--- config.mk ---
export PLATFORM = sky130hd
export DESIGN_NAME = hd_dma_loader_flat
export DESIGN_NICKNAME = d
export VERILOG_FILES = /design/src/rtl/hd_dma_loader_if.sv /design/src/rtl/hd_dma_loader.sv /design/src/flat_wrapper.sv
export SDC_FILE = /design/constraint.sdc
export NUM_CORES = 1
export LEC_CHECK = 0
export ABC_AREA = 1
export CORE_ASPECT_RATIO = 0.6
export CORE_MARGIN = 1
export CORE_UTILIZATION = 43
export CTS_BUF_LIST = sky130_fd_sc_hd__clkbuf_16
export DETAILED_ROUTE_END_ITERATION = 12
export PLACE_DENSITY = 0.82
export RECOVER_POWER = 100
export REMOVE_ABC_BUFFERS = 1
export SYNTH_ARGS = -nofsm -noshare
export SYNTH_HDL_FRONTEND = slang
export SYNTH_SLANG_ARGS = --single-unit
export TNS_END_PERCENT = 1
--- constraint.sdc ---
create_clock -name clock -period 3.2 [get_ports clock]
set_clock_uncertainty 0.2 [all_clocks]
set_input_delay 0.64 -clock clock [delete_from_list [all_inputs] [get_ports clock]]
set_output_delay 0.64 -clock clock [all_outputs]
set_load 0.03 [all_outputs]
--- src/rtl/hd_dma_loader_if.sv ---
// Bus bundle between the sector-transfer engine, the hard drive block and the
// word memory. The engine side uses the master modport.
interface hd_dma_loader_if #(
    parameter int MEM_ADDR_WIDTH = 10
);
    logic [6:0]                hd_track;
    logic [13:0]               hd_sector;
    logic [31:0]               hd_data_write;
    logic                      hd_flag_write;
    logic [31:0]               hd_data_read;
    logic [MEM_ADDR_WIDTH-1:0] mem_addr;
    logic [31:0]               mem_data_write;
    logic                      mem_write_enable;
    logic [31:0]               mem_data_read;

    modport master (
        output hd_track, hd_sector, hd_data_write, hd_flag_write,
        output mem_addr, mem_data_write, mem_write_enable,
        input  hd_data_read, mem_data_read
    );

    modport slave (
        input  hd_track, hd_sector, hd_data_write, hd_flag_write,
        input  mem_addr, mem_data_write, mem_write_enable,
        output hd_data_read, mem_data_read
    );
endinterface

--- src/rtl/hd_dma_loader.sv ---
// Sector-transfer engine: moves a block of 32-bit words between the hard
// drive and a synchronous word memory. Loads take one cycle per word, stores
// two (memory read latency). A run past the last track aborts with error.
module hd_dma_loader #(
    parameter int TRACKS         = 3,
    parameter int SECTORS        = 151,
    parameter int MEM_ADDR_WIDTH = 10
) (
    input  logic                      clock,
    input  logic                      reset,
    input  logic                      start,
    input  logic                      direction,
    input  logic [6:0]                start_track,
    input  logic [13:0]               start_sector,
    input  logic [MEM_ADDR_WIDTH-1:0] mem_base,
    input  logic [13:0]               word_count,
    output logic                      busy,
    output logic                      done,
    output logic                      error,
    hd_dma_loader_if.master           bus
);

    localparam logic [6:0]  TRK_LIM = 7'(TRACKS);
    localparam logic [13:0] SEC_LIM = 14'(SECTORS);

    typedef enum logic [2:0] {
        IDLE,
        CHECK,
        LOAD,
        MEM_RD,
        HD_WR,
        DONE
    } state_t;

    state_t                    state_q, state_d;
    logic [6:0]                track_q, track_d;
    logic [13:0]               sector_q, sector_d;
    logic [MEM_ADDR_WIDTH-1:0] addr_q, addr_d;
    logic [13:0]               count_q, count_d;
    logic                      dir_q, dir_d;
    logic                      err_q, err_d;
    logic [6:0]                hold_track_q, hold_track_d;
    logic [13:0]               hold_sector_q, hold_sector_d;

    logic [13:0] sec_inc;
    logic [13:0] adv_sector;
    logic [6:0]  adv_track;
    logic        step;
    logic        xfer;

    // State and transfer counters; async reset returns everything to idle.
    always_ff @(posedge clock or negedge reset) begin
        if (!reset) begin
            state_q       <= IDLE;
            track_q       <= '0;
            sector_q      <= '0;
            addr_q        <= '0;
            count_q       <= '0;
            dir_q         <= 1'b0;
            err_q         <= 1'b0;
            hold_track_q  <= '0;
            hold_sector_q <= '0;
        end else begin
            state_q       <= state_d;
            track_q       <= track_d;
            sector_q      <= sector_d;
            addr_q        <= addr_d;
            count_q       <= count_d;
            dir_q         <= dir_d;
            err_q         <= err_d;
            hold_track_q  <= hold_track_d;
            hold_sector_q <= hold_sector_d;
        end
    end

    // Next-state, position advance and bus outputs.
    always_comb begin
        state_d       = state_q;
        track_d       = track_q;
        sector_d      = sector_q;
        addr_d        = addr_q;
        count_d       = count_q;
        dir_d         = dir_q;
        err_d         = err_q;
        step          = 1'b0;
        xfer          = 1'b0;

        busy  = (state_q != IDLE);
        done  = (state_q == DONE);
        error = (state_q == DONE) && err_q;

        bus.hd_flag_write    = 1'b0;
        bus.mem_write_enable = 1'b0;
        bus.hd_data_write    = '0;
        bus.mem_data_write   = '0;
        bus.mem_addr         = addr_q;

        sec_inc = sector_q + 14'd1;
        if (sec_inc == SEC_LIM) begin
            adv_sector = '0;
            adv_track  = track_q + 7'd1;
        end else begin
            adv_sector = sec_inc;
            adv_track  = track_q;
        end

        case (state_q)
            IDLE: begin
                if (start) begin
                    track_d  = start_track;
                    sector_d = start_sector;
                    addr_d   = mem_base;
                    count_d  = word_count;
                    dir_d    = direction;
                    err_d    = 1'b0;
                    state_d  = CHECK;
                end
            end
            CHECK: begin
                if (count_q == '0) begin
                    err_d   = 1'b0;
                    state_d = DONE;
                end else if (track_q >= TRK_LIM || sector_q >= SEC_LIM) begin
                    err_d   = 1'b1;
                    state_d = DONE;
                end else begin
                    state_d = dir_q ? MEM_RD : LOAD;
                end
            end
            LOAD: begin
                xfer                 = 1'b1;
                step                 = 1'b1;
                bus.mem_write_enable = 1'b1;
                bus.mem_data_write   = bus.hd_data_read;
            end
            MEM_RD: begin
                state_d = HD_WR;
            end
            HD_WR: begin
                xfer              = 1'b1;
                step              = 1'b1;
                bus.hd_flag_write = 1'b1;
                bus.hd_data_write = bus.mem_data_read;
            end
            DONE: begin
                state_d = IDLE;
            end
            default: begin
                state_d = IDLE;
            end
        endcase

        // Shared word-completion step for LOAD and HD_WR; an advance onto a
        // nonexistent track aborts only if words are still outstanding.
        if (step) begin
            track_d  = adv_track;
            sector_d = adv_sector;
            addr_d   = addr_q + 1'b1;
            count_d  = count_q - 14'd1;
            if (count_q == 14'd1) begin
                state_d = DONE;
            end else if (adv_track == TRK_LIM) begin
                err_d   = 1'b1;
                state_d = DONE;
            end else begin
                state_d = (state_q == LOAD) ? LOAD : MEM_RD;
            end
        end

        hold_track_d  = xfer ? track_q  : hold_track_q;
        hold_sector_d = xfer ? sector_q : hold_sector_q;
        bus.hd_track  = xfer ? track_q  : hold_track_q;
        bus.hd_sector = xfer ? sector_q : hold_sector_q;
    end

endmodule

--- src/flat_wrapper.sv ---
// flat-port wrapper written by rule: the top's interface ports become plain ports
module hd_dma_loader_flat 
#(
    parameter int TRACKS         = 3,
    parameter int SECTORS        = 151,
    parameter int MEM_ADDR_WIDTH = 10
)
  (clock, reset, start, direction, start_track, start_sector, mem_base, word_count, busy, done, error, bus_hd_track, bus_hd_sector, bus_hd_data_write, bus_hd_flag_write, bus_mem_addr, bus_mem_data_write, bus_mem_write_enable, bus_hd_data_read, bus_mem_data_read);
  hd_dma_loader_if #(.MEM_ADDR_WIDTH(MEM_ADDR_WIDTH)) bus_i ();
  input  logic clock;
  input  logic reset;
  input  logic start;
  input  logic direction;
  input  logic [6:0] start_track;
  input  logic [13:0] start_sector;
  input  logic [MEM_ADDR_WIDTH-1:0] mem_base;
  input  logic [13:0] word_count;
  output logic busy;
  output logic done;
  output logic error;
  output wire logic [$bits(bus_i.hd_track)-1:0] bus_hd_track;
  output wire logic [$bits(bus_i.hd_sector)-1:0] bus_hd_sector;
  output wire logic [$bits(bus_i.hd_data_write)-1:0] bus_hd_data_write;
  output wire logic [$bits(bus_i.hd_flag_write)-1:0] bus_hd_flag_write;
  output wire logic [$bits(bus_i.mem_addr)-1:0] bus_mem_addr;
  output wire logic [$bits(bus_i.mem_data_write)-1:0] bus_mem_data_write;
  output wire logic [$bits(bus_i.mem_write_enable)-1:0] bus_mem_write_enable;
  input wire logic [$bits(bus_i.hd_data_read)-1:0] bus_hd_data_read;
  input wire logic [$bits(bus_i.mem_data_read)-1:0] bus_mem_data_read;
  assign bus_hd_track = bus_i.hd_track;
  assign bus_hd_sector = bus_i.hd_sector;
  assign bus_hd_data_write = bus_i.hd_data_write;
  assign bus_hd_flag_write = bus_i.hd_flag_write;
  assign bus_mem_addr = bus_i.mem_addr;
  assign bus_mem_data_write = bus_i.mem_data_write;
  assign bus_mem_write_enable = bus_i.mem_write_enable;
  assign bus_i.hd_data_read = bus_hd_data_read;
  assign bus_i.mem_data_read = bus_mem_data_read;
  hd_dma_loader #(.TRACKS(TRACKS), .SECTORS(SECTORS), .MEM_ADDR_WIDTH(MEM_ADDR_WIDTH)) u_core (.clock(clock), .reset(reset), .start(start), .direction(direction), .start_track(start_track), .start_sector(start_sector), .mem_base(mem_base), .word_count(word_count), .busy(busy), .done(done), .error(error), .bus(bus_i));
endmodule
==> impl_metrics.tcl, run 1 <==
set metrics [dict create \
    htree_levels 3 \
    drc_errors 0 \
    cts_buffers 9 \
    grt.total_usage_pct 27.4 \
    ys_seq_elements 71 \
    dp.cells 1034 \
    cts.clk_slew.worst_paths_ns 0.05 \
    drv_slew 0 \
    fin_crit_sh_pct 94.5 \
    final_cell_mix "nand2_1 (150), nor2_1 (122), inv_1 (119)" \
    cts_setup_buffers 0 \
    chipHeight_um 83.5 \
    r2r_start "u_core.sector_q[1]$_DFFE_PN0P_" \
    status "completed" \
    path_class "flop to output port" \
    n_fill_cell 997 \
    r2r_slack_ns 0.38 \
    cts_tree "done" \
    core-area_um2 10700 \
    synth-edff-count 0 \
    finalNetCount 1028 \
    routed_wl_um 15600 \
    final_common_cell "nand2_1" \
    max_cap_violations 0 \
    grt_start_max_net_pins 49 \
    min_to "u_core.hold_sector_q[2]$_DFF_PN0_" \
    crit_chain "inv_1 > nor3_1 > buf_4 > nor2_4 > clkbuf_1 > nand2_1 > o21ai_0 > clkbuf_2" \
    syn_inst 693 \
    setup.worst_path.start "u_core.state_q[2]$_DFFE_PN0P_" \
    crit_path_top_delay_cell "dfrtp_1" \
    r2r_end "u_core.state_q[0]$_DFFE_PN0P_" \
    antenna_found_initial 0 \
    routabilityCongestion 0.898 \
    clk_latency_ns 0.34 \
    cp_num_buf_inv 4 \
    die_area_um2 11500 \
    viasPerCell 5.02 \
    grt_pass1_vias 4689 \
    synth_area_leaders "dfrtp_1 (37%), nand2_1 (12%), nor2_1 (9.5%), inv_1 (9.1%), o21ai_0 (3.7%)" \
    tightest_slew_ns 1.32 \
    num_io_pins 213 \
    hold_violations 0 \
    portBuffers 212 \
    cts_root_buf "clkbuf_16" \
    dp_hpwl_um 11500 \
    fin_crit_ns 3.02 \
    worstPathRequired_ns 2.36 \
    seq_area_frac_synth_pct 37.3 \
    drtAntennaViolNets 0 \
    dpl_worst_slack_ns 0.471 \
    grt_pass1_wl_um 24400 \
    place_area_um2 6960 \
    layout.cells.non_filler 1052 \
    post_drt_wl_per_cell_um 14.8 \
    critPathCaptureType "output port" \
    p_leak_uw 0.00364 \
    setup_ws_ns 0.177 \
    cp.depth 8 \
    cp-start-kind "flop" \
    yosysWarnings 0 \
    syn_avg_cell_area_um2 6.88 \
    min_path_type "flop to flop" \
    rows 29 \
    grt_overflow 0 \
    r2r_cells 18 \
    slew_headroom_pct 12.0 \
    max_freq_ghz 0.331 \
    cp_max_fo 11 \
    min-delay-start "u_core.hold_sector_q[2]$_DFF_PN0_" \
    first_iter_violations 433 \
    slowest_delay_ns 0.45 \
    clkSinkCount 71 \
    area_growth_pct 46.6 \
    synth_top_area_share_pct 37.3 \
    p_per_area_nw_per_um2 1000 \
    fp.dieW_um 138 \
    initial_core_util_pct 44.7 \
    peakVddDrop_mv 0.570 \
    synthDistinctLibCells 42 \
    synth_top_cell_by_area "dfrtp_1" \
    ys.flop_type "dfrtp_1" \
    min_path_cells 2 \
    synthesis.area_um2 4760 \
    layout-drive-gt1-share_pct 15.6 \
    grt_setup_unrepaired "no" \
    dr.pass1.iters 5 \
    cts.path.max_buffers 2 \
    worstPathArrival_ns 2.18 \
    antenna_cells 0 \
    setup_viol 0 \
    vias 5281 \
    crit_family "buffers and inverters" \
    ys_async_sr_fraction_pct 100 \
    design_area_um2 6980 \
]
[worst min-delay path, cell delays in order (launching register included)]
cell and delay [ns]:
dfrtp_1 0.32, nand2_1 0.05, nand2_1 0.07
[cells in the mapped netlist, types with 2 or more instances]
cell	count
o21ai_0	35
nor2_1	121
nand4_1	11
xor2_1	10
a211oi_1	4
inv_1	116
nand2_1	150
nor2_4	4
nor3_1	12
nand3_4	2
o211ai_1	12
o22ai_1	14
dfrtp_1	71
nand3_1	28
nor2_2	5
o31ai_1	3
inv_2	3
clkbuf_1	18
a21oi_1	17
ha_1	7
nor2_8	3
buf_2	3
o221ai_1	10
a31oi_1	2
buf_1	3
nand3_2	4
nand2_2	10
[what timing repair did]
action	4_1_cts	5_1_grt
hold buffers	0	0
setup endpoints to repair	0	9
gates resized for setup	0	4
[sequential cells by signal, summed over array words and instances, names as in the netlist]
signal                cells
u_core.count_q           14
u_core.track_q            7
u_core.sector_q          14
u_core.bus.mem_addr      10
u_core.dir_q              1
u_core.hold_track_q       7
u_core.err_q              1
u_core.hold_sector_q     14
u_core.state_q            3
[power by group]
group	internal (µW)	total (µW)	switching, µW
clock network	591	974	384
logic	1410	4240	2840
registers	1360	1780	420
total	3360	7000	3640
[metrics by stage]
stage,util (%),total power (µW),hold WS [ns],TNS (ns)
after floorplan,-,4480,0.144,-52.12
after global placement,65.2,6220,0.275,0
after detailed placement,65.2,6280,0.286,0
after CTS,67.8,7290,0.116,0
after global routing,65.5,7520,0.316,0
final,65.5,7000,0.278,0
[routing by layer]
metal  share of wire [%]  track usage (%)
met1                  49             43.1
met2                  42             37.6
met3                 7.9             6.19
met4                0.67             5.93
met5                   0                0
[layout make-up]
| cell class | count | area (µm²) | share of cell area, % |
|---|---|---|---|
| clock buffer | 9 | 225 | 3.23 |
| clock inverter | 7 | 56.3 | 0.806 |
| inverter | 121 | 459 | 6.58 |
| multi-input combinational | 476 | 2430 | 34.8 |
| sequential | 71 | 1780 | 25.4 |
| tap | 139 | 174 | 2.49 |
| timing repair buffer | 228 | 1850 | 26.6 |
| timing repair inverter | 1 | 7.51 | 0.108 |
[cells by family (layout without fill, tap and decap cells)]
kind of cell             after synthesis  in the layout  synth area share, %
buffers and inverters                147            366                 11.9
AO/OA/AOI/OAI                        102            102                 13.2
adder cells (fa/ha/maj)                7              7                 1.84
XOR/XNOR                              11             11                 2.18
flip-flops                            71             71                 37.3
AND/OR/NAND/NOR                      355            356                 33.5
[worst max path at each step]
stage | endpoint
finish | bus_hd_sector[12]
global placement | u_core.count_q[1]$_DFFE_PN0P_
CTS | bus_hd_sector[1]
detailed placement | u_core.count_q[1]$_DFFE_PN0P_
global route | bus_hd_data_write[23]
floorplan | u_core.count_q[1]$_DFFE_PN0P_
No activity file was read; power rests on OpenSTA's default activity.
==> run 2, diff against run 1 <==
--- a/config.mk
+++ b/config.mk
@@ -8,2 +8,3 @@
 export ABC_AREA = 1
+export CAP_MARGIN = 10
 export CORE_ASPECT_RATIO = 0.6
@@ -16,2 +17,3 @@
 export REMOVE_ABC_BUFFERS = 1
+export SKIP_CTS_REPAIR_TIMING = 1
 export SYNTH_ARGS = -nofsm -noshare
==> constraint.sdc (replaced) <==
create_clock -name clock -period 3.2 [get_ports clock]
set_clock_uncertainty 0.2 [all_clocks]
set_input_delay 0.48 -clock clock [delete_from_list [all_inputs] [get_ports clock]]
set_output_delay 0.48 -clock clock [all_outputs]
set_load 0.03 [all_outputs]
==> run 2 against run 1 <==
The flow now finishes with violations (max-capacitance violations, max-slew violations). Total power is 4.3% higher. Cell count is 0.57% lower. Clock-buffer cell count stayed put. Routed wire length is 1.8% higher. Worst setup slack worse by 0.085 ns. Clock power is 6.5% lower. Via count is 0.78% lower. Non-clock buffer count is 4 lower. Cell area is 4.9% higher. Register-to-register slack better by 0.04 ns. Sequential power hardly changed. Global-route usage is 0.73 points higher. Critical endpoint is now bus_hd_sector[7]. Largest power group unchanged.
==> impl_metrics.tcl, run 2 (synthesized netlist as in run 1, its figures left out) <==
set metrics [dict create \
    r2r_end "u_core.state_q[0]$_DFFE_PN0P_" \
    regArea_um2 1780 \
    power_uw 7300 \
    drv_slew 32 \
    cts.path.max_buffers 2 \
    routed_wl_um 15800 \
    clkPwrFrac_pct 12.5 \
    clkSinkCount 71 \
    r2r_slack_ns 0.42 \
    min_to "u_core.hold_sector_q[5]$_DFF_PN0_" \
    status "finished with violations" \
    fp.dieW_um 138 \
    grt_pass1_wl_um 24800 \
    viasPerCell 5.01 \
    setup.worst_path.start "u_core.state_q[1]$_DFFE_PN0P_" \
    r2r_cells 16 \
    cts_tree "done" \
    worstPathArrival_ns 2.43 \
    p_per_area_nw_per_um2 995 \
    hold_violations 0 \
    utilization_pct 68.7 \
    cts_buffers 9 \
    max_freq_ghz 0.322 \
    final_cell_mix "clkdlybuf4s50_1 (172), nand2_1 (150), nor2_1 (121)" \
    top_regs "u_core.count_q: 14 flops, u_core.hold_sector_q: 14 flops, u_core.sector_q: 14 flops" \
    p_leak_uw 0.00363 \
    tightest_slew_ns 1.67 \
    setup_viol 0 \
    critPathCaptureType "output port" \
    pwr-share-seq_pct 24.7 \
    antenna_found_initial 0 \
    core-area_um2 10700 \
    r2r_start "u_core.sector_q[1]$_DFFE_PN0P_" \
    initial_core_util_pct 44.7 \
    comb_power_share_pct 62.8 \
    multi_input_area_um2 2440 \
    die_area_um2 11500 \
    vias 5240 \
    sw_frac_of_total_pct 50.9 \
    post_drt_wl_per_cell_um 15.1 \
    dr.pass1.iters 6 \
    max_cap_violations 1 \
    min_path_type "flop to flop" \
    path_class "flop to output port" \
    fin_crit_ns 3.11 \
    routabilityCongestion 0.891 \
    grt_start_max_net_pins 33 \
    clk_latency_ns 0.34 \
    n_fill_cell 908 \
    grt_overflow 0 \
    htree_levels 3 \
    rows 29 \
    grt.total_usage_pct 28.2 \
    finalNetCount 1022 \
    layout-drive-gt1-share_pct 10.8 \
    chipHeight_um 83.5 \
    fin_crit_sh_pct 97.1 \
    min-delay-start "u_core.hold_sector_q[5]$_DFF_PN0_" \
    min_path_cells 2 \
    cts.clk_slew.worst_paths_ns 0.06 \
    drtAntennaViolNets 0 \
    drc_errors 0 \
    area_growth_pct 53.8 \
    slew_headroom_pct -11.1 \
    portBuffers 212 \
    dp_hpwl_um 12000 \
    peakVddDrop_mv 0.672 \
    p_int_uw 3580 \
    cts_root_buf "clkbuf_16" \
    num_io_pins 213 \
    violations "max-capacitance violations, max-slew violations" \
    cp-start-kind "flop" \
    p_sw_uw 3710 \
    worstPathRequired_ns 2.52 \
    grt_pass1_vias 4741 \
    cp_max_fo 27 \
    antenna_cells 0 \
    final_common_cell "clkdlybuf4s50_1" \
    first_iter_violations 423 \
]
## run 2: cell types whose count changed in the layout (fill, tap and decap cells not counted), moves of 3 or more
cell / before / now
buf_4: 9 / 37
inv_2: 1 / 4
clkdlybuf4s50_1: 110 / 172
inv_1: 119 / 115
clkbuf_2: 78 / 2
clkbuf_1: 8 / 1
dlymetal6s2s_1: 0 / 5
dlygate4sd3_1: 16 / 0
buf_12: 4 / 7
## run 2: metrics by stage
step | TNS, ns | cells | cell area, µm² | hold WS [ns] | setup slack, ns
final | 0 | 1046 | 7330 | 0.292 | 0.0918
after detailed placement | 0 | 1030 | 7040 | 0.289 | 0.214
after CTS | -1.43 | 1046 | 7310 | 0.0183 | -0.144
after floorplan | -41.17 | 667 | 4650 | -0.0156 | -1.14
after global placement | 0 | 1030 | 7040 | 0.279 | 0.296
after global routing | -0.0295 | 1046 | 7330 | 0.342 | -0.0200
## run 2: layout make-up
cell class | count | share of cell area [%]
Multi-Input combinational cell | 475 | 33.3
Timing Repair Buffer | 224 | 30.2
Sequential cell | 71 | 24.2
Inverter | 121 | 6.21
Clock buffer | 9 | 3.07
Tap cell | 139 | 2.37
Clock inverter | 7 | 0.546
## run 2: critical path, cell delays in order, from the launching register on
cell	delay [ns]
dfrtp_1	0.49
inv_1	0.09
nor3_2	0.28
nor2_4	0.13
buf_12	0.18
o21ai_0	0.20
clkdlybuf4s50_1	0.71
## run 2: how the worst max path moves through the flow
stage	end	slack, ns	cells past startpoint
finish	bus_hd_sector[7]	0.09	6
global placement	bus_hd_data_write[13]	0.30	4
global route	bus_hd_sector[7]	-0.02	6
CTS	bus_hd_data_write[13]	-0.14	4
detailed placement	bus_hd_data_write[13]	0.21	4
floorplan	u_core.count_q[1]$_DFFE_PN0P_	-1.14	9
## run 2: metal layers
metal | vias up | routed length (µm) | GRT usage (%)
li1 | 2613 | - | -
met1 | 2360 | 7530 | 42.2
met2 | 250 | 6630 | 39.8
met3 | 17 | 1490 | 7.65
met4 | 0 | 191 | 6.52
met5 | - | 0 | 0
## run 2: power groups by stage
stage / registers (µW) / logic (µW) / clock network, µW
2_1_floorplan: 1790 / 2690 / 0
3_3_place_gp: 1760 / 4470 / 0
3_5_place_dp: 1780 / 4550 / 0
4_1_cts: 1780 / 4570 / 921
5_1_grt: 1850 / 4970 / 962
6_report: 1800 / 4580 / 911
==> run 3, diff against run 2 <==
--- a/constraint.sdc
+++ b/constraint.sdc
@@ -4,2 +4,2 @@
 set_output_delay 0.48 -clock clock [all_outputs]
-set_load 0.03 [all_outputs]
+set_load 0.1 [all_outputs]
==> run 3 against run 2 <==
The flow finishes with violations (max-capacitance violations, max-slew violations, negative setup slack). First-iteration DRC count increased by 44%. Register-to-register slack got worse by 0.30 ns. Sequential share of layout area decreased by 2.3 points. Sequential cell count unchanged. Maximum frequency decreased by 3.1%. Cell area increased by 11%. Critical path type unchanged. Largest cell class is now non-clock buffers. Highest routed layer unchanged.
==> impl_metrics.tcl, run 3 (synthesized netlist as in run 1, its figures left out) <==
set metrics [dict create \
    final_common_cell "nand2_1" \
    worstPathRequired_ns 2.52 \
    area_growth_pct 70.0 \
    rows 29 \
    grt_pass1_wl_um 27400 \
    grt_start_max_net_pins 72 \
    layout-drive-gt1-share_pct 15.8 \
    core-area_um2 10700 \
    clk_latency_ns 0.34 \
    num_io_pins 213 \
    violations "max-capacitance violations, max-slew violations, negative setup slack" \
    max_cap_violations 1 \
    dr.pass1.iters 5 \
    dp_hpwl_um 12600 \
    tightest_slew_ns 1.67 \
    worstPathArrival_ns 2.53 \
    antenna_found_initial 0 \
    top_regs "u_core.count_q: 14 flops, u_core.hold_sector_q: 14 flops, u_core.sector_q: 14 flops" \
    grt_overflow 0 \
    cts_buffers 9 \
    routed_wl_um 17100 \
    setup_ws_ns -0.00875 \
    fin_crit_sh_pct 100 \
    max_freq_ghz 0.312 \
    cp-start-kind "flop" \
    critPathCaptureType "output port" \
    grt.total_usage_pct 31.0 \
    clkSinkCount 71 \
    finalNetCount 1019 \
    slew_headroom_pct -11.6 \
    min_path_type "flop to flop" \
    die_area_um2 11500 \
    grt_pass1_vias 5291 \
    routabilityCongestion 0.916 \
    hold_violations 0 \
    post_drt_wl_per_cell_um 16.4 \
    drtAntennaViolNets 0 \
    viasPerCell 5.23 \
    portBuffers 212 \
    fp.dieW_um 138 \
    cts.path.max_buffers 2 \
    cts_root_buf "clkbuf_16" \
    first_iter_violations 609 \
    fin_crit_ns 3.21 \
    htree_levels 3 \
    cp_max_fo 32 \
    drv_slew 32 \
    grt_setup_unrepaired "yes" \
    cts_tree "done" \
    final_cell_mix "nand2_1 (150), nor2_1 (121), inv_1 (117)" \
    status "finished with violations" \
    antenna_cells 0 \
    drc_errors 0 \
    setup_viol 1 \
    dpl_worst_slack_ns 0.277 \
    n_fill_cell 776 \
    cts.clk_slew.worst_paths_ns 0.06 \
    vias 5454 \
    initial_core_util_pct 44.7 \
    chipHeight_um 83.5 \
    path_class "flop to output port" \
]
-- run 3: final timing paths --
path                            depth (start not counted)  slack (ns)                     startpoint                         endpoint
worst min-delay path                                    2        0.30       u_core.dir_q$_DFFE_PN0P_         u_core.dir_q$_DFFE_PN0P_
min in group asynchronous                               1        0.37                          reset  u_core.sector_q[11]$_DFFE_PN0P_
max in group asynchronous                               2        0.95                          reset   u_core.count_q[10]$_DFFE_PN0P_
worst min register to register                          2        0.30       u_core.dir_q$_DFFE_PN0P_         u_core.dir_q$_DFFE_PN0P_
worst max register to register                         10        0.12  u_core.state_q[1]$_DFFE_PN0P_    u_core.count_q[1]$_DFFE_PN0P_
worst max-delay path                                    5      -0.009  u_core.state_q[1]$_DFFE_PN0P_           bus_mem_data_write[29]
-- run 3: cell type report --
type / instances / area [µm²] / area share [%]
clock buffer: 9 / 225 / 2.78
inverter: 121 / 459 / 5.67
sequential: 71 / 1780 / 21.9
clock inverter: 6 / 77.6 / 0.958
timing repair buffer: 220 / 2940 / 36.3
timing repair inverter: 1 / 7.51 / 0.0927
tap: 139 / 174 / 2.15
multi-input combinational: 475 / 2440 / 30.1
-- run 3: stage by stage --
stage	cell area [µm²]	std cells	setup TNS [ns]	util, %	hold slack (ns)
floorplan	4650	667	-452.81	-	-0.0156
global placement	7850	1026	0	73.6	0.276
detailed placement	7850	1026	0	73.6	0.287
CTS	8150	1041	-1.80	76.4	0.0167
global route	8100	1042	-3.66	75.9	0.339
finish	8100	1042	-0.00875	75.9	0.296
-- run 3: critical path, cell delays in order, from the launching register on --
cell     delay (ns)
dfrtp_1        0.50
inv_1          0.07
nor3_1         0.43
inv_1          0.55
nor2_1         0.40
buf_12         0.22
-- run 3: per-layer routing --
layer  vias to the layer above  wire length, µm  global-route usage, %
met4                         0              433                   11.4
met3                        45             1580                   9.96
met5                         -                0                      0
li1                       2605                -                      -
met2                       282             7740                   46.1
met1                      2522             7370                   42.0
Power of run 3 is not shown: default switching activity piles up to over one toggle a cycle in this logic, so the estimate is an artifact.
